[src/rtl/merge_rr_pipe.sv]
// 4:1 val/rdy merge: a round-robin arbiter selects one valid input into a
// one-entry output register. A drain and a refill can happen in the same cycle.
module merge_rr_pipe #(
    parameter int p_nbits = 32
) (
    input  logic               clk,
    input  logic               reset,
    input  logic [3:0]         in_val,
    output logic [3:0]         in_rdy,
    input  logic [p_nbits-1:0] in_msg0,
    input  logic [p_nbits-1:0] in_msg1,
    input  logic [p_nbits-1:0] in_msg2,
    input  logic [p_nbits-1:0] in_msg3,
    output logic               out_val,
    input  logic               out_rdy,
    output logic [p_nbits-1:0] out_msg,
    output logic [1:0]         out_src
);

    typedef enum logic {
        EMPTY = 1'b0,
        FULL  = 1'b1
    } state_e;

    state_e             state_q, state_d;
    logic [1:0]         ptr_q, ptr_d;
    logic [p_nbits-1:0] msg_q, msg_d;
    logic [1:0]         src_q, src_d;

    logic               can_accept;
    logic               gnt_any;
    logic [1:0]         gnt_idx;
    logic               accept;
    logic [p_nbits-1:0] sel_msg;

    // Search downward in offset so the smallest offset from the pointer wins.
    always_comb begin
        logic [1:0] idx;
        gnt_any = 1'b0;
        gnt_idx = ptr_q;
        idx     = ptr_q;
        for (int k = 3; k >= 0; k--) begin
            idx = ptr_q + 2'(k);
            if (in_val[idx]) begin
                gnt_any = 1'b1;
                gnt_idx = idx;
            end
        end
    end

    always_comb begin
        sel_msg = in_msg0;
        case (gnt_idx)
            2'd0: sel_msg = in_msg0;
            2'd1: sel_msg = in_msg1;
            2'd2: sel_msg = in_msg2;
            2'd3: sel_msg = in_msg3;
            default: sel_msg = in_msg0;
        endcase
    end

    // in_rdy is gated by reset so nothing is offered while the block is held.
    assign can_accept = (state_q == EMPTY) || out_rdy;
    assign accept     = can_accept && gnt_any && reset;
    assign in_rdy     = accept ? (4'b0001 << gnt_idx) : 4'b0000;

    always_comb begin
        state_d = state_q;
        ptr_d   = ptr_q;
        msg_d   = msg_q;
        src_d   = src_q;
        if (accept) begin
            state_d = FULL;
            msg_d   = sel_msg;
            src_d   = gnt_idx;
            ptr_d   = gnt_idx + 2'd1;
        end else if (state_q == FULL && out_rdy) begin
            state_d = EMPTY;
        end
    end

    always_ff @(posedge clk or negedge reset) begin
        if (!reset) begin
            state_q <= EMPTY;
            ptr_q   <= 2'd0;
            msg_q   <= '0;
            src_q   <= 2'd0;
        end else begin
            state_q <= state_d;
            ptr_q   <= ptr_d;
            msg_q   <= msg_d;
            src_q   <= src_d;
        end
    end

    assign out_val = (state_q == FULL);
    assign out_msg = msg_q;
    assign out_src = src_q;

endmodule

[config.mk]
export PLATFORM = sky130hd
export DESIGN_NAME = merge_rr_pipe
export DESIGN_NICKNAME = d
export VERILOG_FILES = /design/src/rtl/merge_rr_pipe.sv
export SDC_FILE = /design/constraint.sdc
export NUM_CORES = 1
export LEC_CHECK = 0
export ABC_AREA = 1
export CAP_MARGIN = 20
export CORE_MARGIN = 1.5
export CORE_UTILIZATION = 25
export DETAILED_ROUTE_END_ITERATION = 6
export PLACE_DENSITY_LB_ADDON = 0.12
export SLEW_MARGIN = 20
export SYNTH_ARGS = -nofsm -noshare
export SYNTH_HDL_FRONTEND = slang
export SYNTH_SLANG_ARGS = --single-unit
[constraint.sdc]
create_clock -name clk -period 2.5 [get_ports clk]
set_input_delay 0.5 -clock clk [delete_from_list [all_inputs] [get_ports clk]]
set_output_delay 0.5 -clock clk [all_outputs]
set_load 0.02 [all_outputs]
# Word-level counts from Yosys, hierarchy flattened
# Cells that the tools add are included.
# totals
reg_bits	37
in_bits	135
output_inout_bits	39
word_cells	43
# classes
n_addsub	4
magnitude_cmp	4
eq_ne	3
n_shift	1
mux	20
bitwise_logic	1
n_reduce_logical	6
# ops
cell	count
case mux 32 bit (4 select lines)	1
less-than comparator 2 x 3 -> 1 bit (second input constant)	4
2-to-1 mux 1 bit	10
binary-select mux 1 bit (select 2 bit)	4
2-to-1 mux 2 bit	4
adder 2 x 1 -> 2 bit (second input constant)	2
adder 2 bit (second input constant)	2
equality test 2 bit (second input constant)	2
2-to-1 mux 4 bit	1
<< shifter 1 x 2 -> 4 bit (first input constant)	1
logical AND 1 bit	3
equality test 2 x 1 -> 1 bit (second input constant)	1
logical NOT 2 bit	1
nonzero test 2 bit	1
logical OR 1 bit	1
inverter 1 bit	1

# Logic depth before layout (Yosys ltp)
# depth
ltp_word	10
ltp_mapped	19

# Worst setup path before layout
# Ideal clock, no wire load.
# synth_path
path_type	input to output
start	input port in_val[3]
end	output port in_rdy[1]
arrival_ns	2.318
required_ns	2.000
path_slack_ns	-0.318
path_stages	14
cell_sequence	inv_1 -> o21ai_1 -> nand2_1 -> nand2_1 -> inv_1 -> nand2_1 -> nand3_1 -> nand2_2 -> clkbuf_8 -> ha_1 -> clkbuf_1 -> dlygate4sd1_1 -> inv_1 -> nor2_1
# synth_between
elab_cells_between_ends	20
classes_between	1 x shift; 17 x mux; 2 x reduce/logical
# synth_lines
item	line	text
from (decl)	8	input logic [3:0] in_val,
binary-select mux 1 bit (select 2 bit)	44	if (in_val[idx]) begin
2-to-1 mux 1 bit (not written as such)	44	
2-to-1 mux 2 bit (3 in series)	44	
2-to-1 mux 2 bit (*)	44	
via gnt_idx[0]	32	logic [1:0] gnt_idx;
<< shifter 1 x 2 -> 4 bit (*)	65	assign in_rdy = accept ? (4'b0001 << gnt_idx) : 4'b0000;
2-to-1 mux 4 bit (*)	65	
to (decl)	9	output logic [3:0] in_rdy,
# The timed path passes the listed nets; every way through them passes the cells marked *. The select of a mux whose other input is x is not followed.

# Worst setup path after layout
# layout_path
start	register ptr_q[0]
end	output port in_rdy[2]
# layout_between
elab_chain_cells	10
elab_cells_between_ends	23
classes_between	3 x add/sub; 1 x shift; 17 x mux; 2 x reduce/logical
# layout_rtl
item	line	text
from (decl)	26	logic [1:0] ptr_q, ptr_d;
from (signal assigned)	90	ptr_q <= ptr_d;
adder 2 bit	43	idx = ptr_q + 2'(k);
binary-select mux 1 bit (select 2 bit)	44	
2-to-1 mux 1 bit (not written as such)	44	
2-to-1 mux 1 bit (4 in series)	44	
logical AND 1 bit (2 in series)	64	assign accept = can_accept && gnt_any && reset;
2-to-1 mux 4 bit (*)	65	
# Mark *: on every way between the ends. The rest lies on a longest branch, timed or not. The select of a mux whose other input is x is not followed.

==> reports/qor.yml <==
sta:
  worst_pin_slew_ps: 485
  rsz0062_at_grt: "yes"
  max_slew_margin_pct: 67.6
  timing.final.ws_setup_ps: 19.4
  fin_crit_sh_pct: 99.2
  hold_violations: 0
  max_freq_mhz: 403
  setup-tns-final_ps: 0
  slew_violations: 0
  fin_crit_ps: 2480
  clock_skew_ps: 3.71
  finalSetupViolations: 0
clock_network:
  clk_pin_slew_ps: 70
  cts_num_sinks: 37
  cts_buffers: 5
  root_buffer: "clkbuf_8"
  htree_num_levels: 2
  cts_tree: "built"
  cts_buffer_depth: 2
  clkLatencyLatePin_ps: 280
power:
  swShare_pct: 50.0
  p_int_mw: 3.66
  power_density_nw_per_um2: 1470
  p_sw_mw: 3.66
  clockPowerShare_pct: 5.8
  power_frac_seq_pct: 14.4
  ir_drop_uv: 871
  p_leak_nw: 2.38
  combPwrFrac_pct: 79.8
setup_path:
  critical_path_class: "flop to output pin"
  crit_top_cell: "nand2_1"
  r2r_start: "ptr_q[0]"
  cp_cell_sequence: "buf_12 > clkinv_8 > nand2_4 > nand2_4 > nand2_2 > nand2_1 > nand2_1 > nand2_2 > nand2_1 > nand2_1 > nand2_2 > inv_2 > ha_4 > inv_2 > nor2_4 > buf_6"
  path_buf_inv: 5
  crit_required_ps: 2000
  worstSetupEndpointType: "output pin"
  r2r_end: "out_msg[22]"
  startpoint_type: "flop"
  cp_slowest_stage_delay_ps: 420
  crit_path_top_delay_cell: "dfrtp_2"
  cp_top_family: "simple AND/OR/NAND/NOR gates"
  worstRegToRegCells: 17
  rrSetupSlack_ps: 140
  worst-endpoint-arrival_ps: 1980
  crit_fanout: 6
global_routing:
  grt_start_max_net_pins: 46
  grt_pass1_wl_um: 15600
  overflow: 0
  grt_usage_pct: 17.1
  grt_antenna_before_repair: 1
  grt_pass1_vias: 3215
cells_and_area:
  seqCellArea_sq_um: 927
  diodes: 0
  final_net_count: 726
  syn_to_final_growth_pct: 84.4
  drive_gt1_share_pct: 16.5
  multi_input_area_sq_um: 1560
  fin_area_sq_um: 4990
  fill_cells: 1077
yosys:
  yosys-top-cells-area: "dfrtp_1, nand2_1, a221oi_1"
  synth-edff-count: 0
  syn_area_per_cell_sq_um: 6.79
  synth_top_family_by_area: "simple AND/OR/NAND/NOR gates"
  ys_ff_latch: 37
  yosysMostFrequentCell: "nand2_1"
  seq_area_frac_synth_pct: 34.2
  synth_top_area_cell: "dfrtp_1"
  synthesis.nets: 537
  synth_simple_gate_area_share_pct: 31.7
  synth_warnings: 0
  syn_area_sq_um: 2710
  synth_top_flop_cell: "dfrtp_1"
  async_flop_share_pct: 100
  yosys.area.top_type_share_pct: 34.2
  synthTopCellsByCount: "nand2_1, inv_1, nand3_1"
  synth_adder_area_share_pct: 1.39
  synth-xor-area-share_pct: 0
  muxShareOfSynthArea_pct: 0
  synth_cell_types: 24
  synth_compound_area_share_pct: 18.1
  synth_cells: 399
floorplanning:
  rows: 37
  die-width_um: 107
  die_height_um: 107
  start_util_pct: 26.0
  core_sq_um: 10400
  ios: 174
  die_area_sq_um: 11500
hold_path:
  hold_path_class: "input port to async pin"
flow_run:
  drv_cap: 0
route:
  drt_first_iter_violations: 131
  antenna_left: 0
  drt-wirelength-per-cell_um: 13.7
  num_vias: 3303
  post-route-drc-count: 0
  dr.pass1.iters: 4
  post_drt_via_cell_ratio: 4.56
  routed_wl_um: 9930
place:
  gp_congestion: 0.826
  dp_hpwl_um: 6990
  port_buffers: 173
  placed_cell_area_sq_um: 4660
  pre_cts_slack_ps: -732
status:
  status: "complete, no violations"
how the worst max path moves through the flow:
stage                         start        end  depth (start not counted)
final                      ptr_q[0]  in_rdy[2]                         16
after global routing       ptr_q[1]  in_rdy[2]                         15
after CTS                  ptr_q[0]  in_rdy[2]                         16
after detailed placement  in_val[3]  in_rdy[2]                         15
after global placement    in_val[3]  in_rdy[2]                         15
after floorplan           in_val[3]  in_rdy[1]                         14
power groups by stage:
stage	clock, mW	combinational, mW	sequential [mW]
2_1_floorplan	0	3.21	1.37
3_3_place_gp	0	5.32	1.08
3_5_place_dp	0	5.35	1.08
4_1_cts	0.443	5.67	1.06
5_1_grt	0.470	6.47	1.10
6_report	0.421	5.84	1.06
flip-flops by register name, indices dropped and copies added, names as in the netlist:
| signal | flops |
|---|---|
| out_src | 2 |
| ptr_q | 2 |
| out_msg | 32 |
| out_val | 1 |
timing repair:
action	CTS	global route
buffers inserted	6	3
setup endpoints to repair	35	33
hold buffers	0	0
pin swaps	14	15
resized for setup	47	30
cells in the final DEF, fill, tap and decap left out, drive strengths merged:
cell type / instances
clkbuf: 7
dfrtp: 37
nand3: 39
o21ai: 5
clkinv: 1
buf: 43
o21a: 1
ha: 3
clkdlybuf4s50: 164
a21oi: 33
nor3: 1
nor2: 5
and2: 1
inv: 49
a221oi: 32
dlygate4sd2: 4
nand2: 163
per-layer routing:
layer | GRT usage, % | up-vias | wire (um)
li1 | - | 1678 | -
met1 | 20.1 | 1486 | 4260
met2 | 29.5 | 131 | 4670
met3 | 5.96 | 6 | 904
met4 | 4.48 | 2 | 79
met5 | 0 | - | 10
through the flow:
stage	power, mW	instances	hold slack, ps	util, %
2_1_floorplan	4.58	399	204	-
3_3_place_gp	6.40	708	462	44.8
3_5_place_dp	6.43	708	464	44.8
4_1_cts	7.17	721	334	46.7
5_1_grt	8.03	724	354	47.9
6_report	7.32	724	322	47.9
cell type report:
class                      count  area share, %
timing repair buffer         211           41.1
multi-input combinational    283           31.2
sequential                    37           18.6
inverter                      50           4.01
tap                          136           3.41
clock buffer                   7           1.73
cells by family (layout without fill, tap and decap cells):
kind of cell / count (synthesis) / after routing
buf+inv: 79 / 268
fa+ha+maj: 3 / 3
compound gates: 71 / 71
flops: 37 / 37
simple gates: 209 / 209
(Power assumes the default switching activity.)
==> patch, RTL diff (same settings) <==
Change the parameter `p_nbits` from 32 to 28.
--- a/src/rtl/merge_rr_pipe.sv
+++ b/src/rtl/merge_rr_pipe.sv
@@ -2,5 +2,5 @@
 // one-entry output register. A drain and a refill can happen in the same cycle.
 module merge_rr_pipe #(
-    parameter int p_nbits = 32
+    parameter int p_nbits = 28
 ) (
     input  logic               clk,
Interface: changed (5 resized); port bits go from 174 to 154. The function was not compared with the original's and may differ.
==> patch against the original RTL <==
Total power rose by 9.9%; synthesized area fell by 8.4%; worst hold slack got worse by 0.030 ns; maximum frequency rose by 0.64%; sequential cell count fell by 4; utilization rose by 3.1 points; sequential share of layout area fell by 1.8 points; routed wire length fell by 7.2%; cell area fell by 0.98%; setup slack improved by 0.016 ns; clock power rose by 26%; largest cell class unchanged; highest routed layer is now met4.
==> patch: results (changes against the original RTL) <==
Status
  – Run status: complete, no violations

Place
  – Routability cong.: 0.774 (-6.3%)
  – DP Cell Count: 646 (-8.8%)
  – Post-DP HPWL: 6290 um (-10%)
  – Placed Area: 4240 um2 (-9.0%)
  – # port buffers: 153 (-12%)

Power and ir drop
  – Sequential share of power: 11.9% (-2.5 points)
  – Clock power frac: 6.6% (+0.8 points)
  – Peak VDD IR: 0.886 mV (+1.7%)
  – Pleak: 0.00231 uW (-2.8%)
  – Switching pwr: 3850 uW (+5.1%)

Layout
  – Clock buf/inv share: 2.35% (+0.62 points)
  – Area occupied by multi-input gates: 1680 um2 (+7.8%)
  – Largest register FFs: 28 (-13%)
  – Fillers: 938 (-13%)
  – Multi-input gates: 255 (-9.9%)
  – NonClk Buf Share: 39.8% (-1.4 points)
  – Layout cells sized above 1: 27.7% (+11 points)
  – Non-CTS buffers: 200 (-5.2%)
  – Nets: 663 (-8.7%)
  – Inverters: 46 (-8.0%)
  – Storage cell area: 828 um2 (-11%)

Critical path
  – Flop2flop setup slack: 0.10 ns (-0.04 ns)
  – Slowest stage delay, CP: 0.42 ns (about the same)
  – Critical Path Source: ptr_q[0]
  – Delay-heaviest family, CP: buffers and inverters
  – CP Capture Point: in_rdy[1]
  – Critical Path AT: 1.96 ns (-0.02 ns)
  – R2R depth: 20 (+3)
  – RR Endpoint: out_msg[17]
  – Critical path's slowest cell: dfrtp_2

Floorplanning
  – Core ar.: 9680 um2 (-7.0%)

Global routing
  – Vias in the first global route: 2737 (-15%)
  – Largest net degree at the start of global routing: 34 (-26%)
  – Initial antenna violation count: 0 (-1)
  – First-pass GRT wire length: 12800 um (-18%)
  – GRT Util Overall: 15.7% (-1.4 points)

Synthesis
  – Compound-Gate Fraction of Synth Area: 19.6% (+1.5 points)
  – Mux contribution to synthesized area: 0% (unchanged)
  – Synth area leaders: dfrtp_1 (33%), nand2_1 (21%), a221oi_1 (9.9%)
  – Sequential element share of the synthesized area: 33.3% (-0.91 points)
  – Synth Area in Adders: 1.51% (+0.13 points)
  – Distinct cells, synth: 23 (-4.2%)
  – Synth Instances: 360 (-9.8%)
  – Post-synth top cells: nand2_1 (142), inv_1 (40), dfrtp_1 (33), nand3_1 (33), a221oi_1 (28)
  – Syn_nets: 482 (-10%)

STA
  – Clk_skew: 0.0115 ns (+0.00781 ns)
  – Worst-margin pin slew: 0.539 ns (+0.0535 ns)
  – Fin Hold WS: 0.292 ns (-0.0298 ns)

Route
  – Via count: 3042 (-7.9%)
  – Drt initial violations: 45 (-66%)
  – Drt total wl: 9220 um (-7.2%)
  – Drt wl/cell: 13.7 um (-0.42%)

Clock network
  – TritonCTS Buffers: 5 (unchanged)
  – CTS Sinks: 33 (-11%)
  – CTS Buffer Depth: 2 (unchanged)
  – Clock transition at path regs: 0.08 ns
==> patch: kinds of logic after synthesis <==
kind of cell	Yosys count
adder cells (fa/ha/maj)	3
AND/OR/NAND/NOR	189
AO/OA/AOI/OAI	63
buffers and inverters	72
flip-flops	33
==> patch: metrics by stage <==
step                utilization (%)  setup WS, ns  power (uW)
finish                         51.1        0.0353        8050
global route                   51.1       -0.0744        8720
CTS                            46.3       0.00311        6760
detailed placement             43.8        -0.669        5900
global placement               43.8        -0.606        5870
floorplan                         -        0.0169        4200
==> patch: what timing repair did <==
action                     in CTS  in global routing
buffers inserted                7                 11
hold buffers                    0                  0
pin swaps                       8                 19
gates resized for setup        47                 69
cloned                          0                  3
setup endpoints to repair      32                 32
==> patch: metal layers <==
layer	GRT usage [%]	vias to the layer above	part of all wire (%)
met5	0	-	0
met4	4.85	0	1.8
met3	4.20	13	7.2
met2	27.6	108	49
met1	18.8	1391	42
li1	-	1530	-
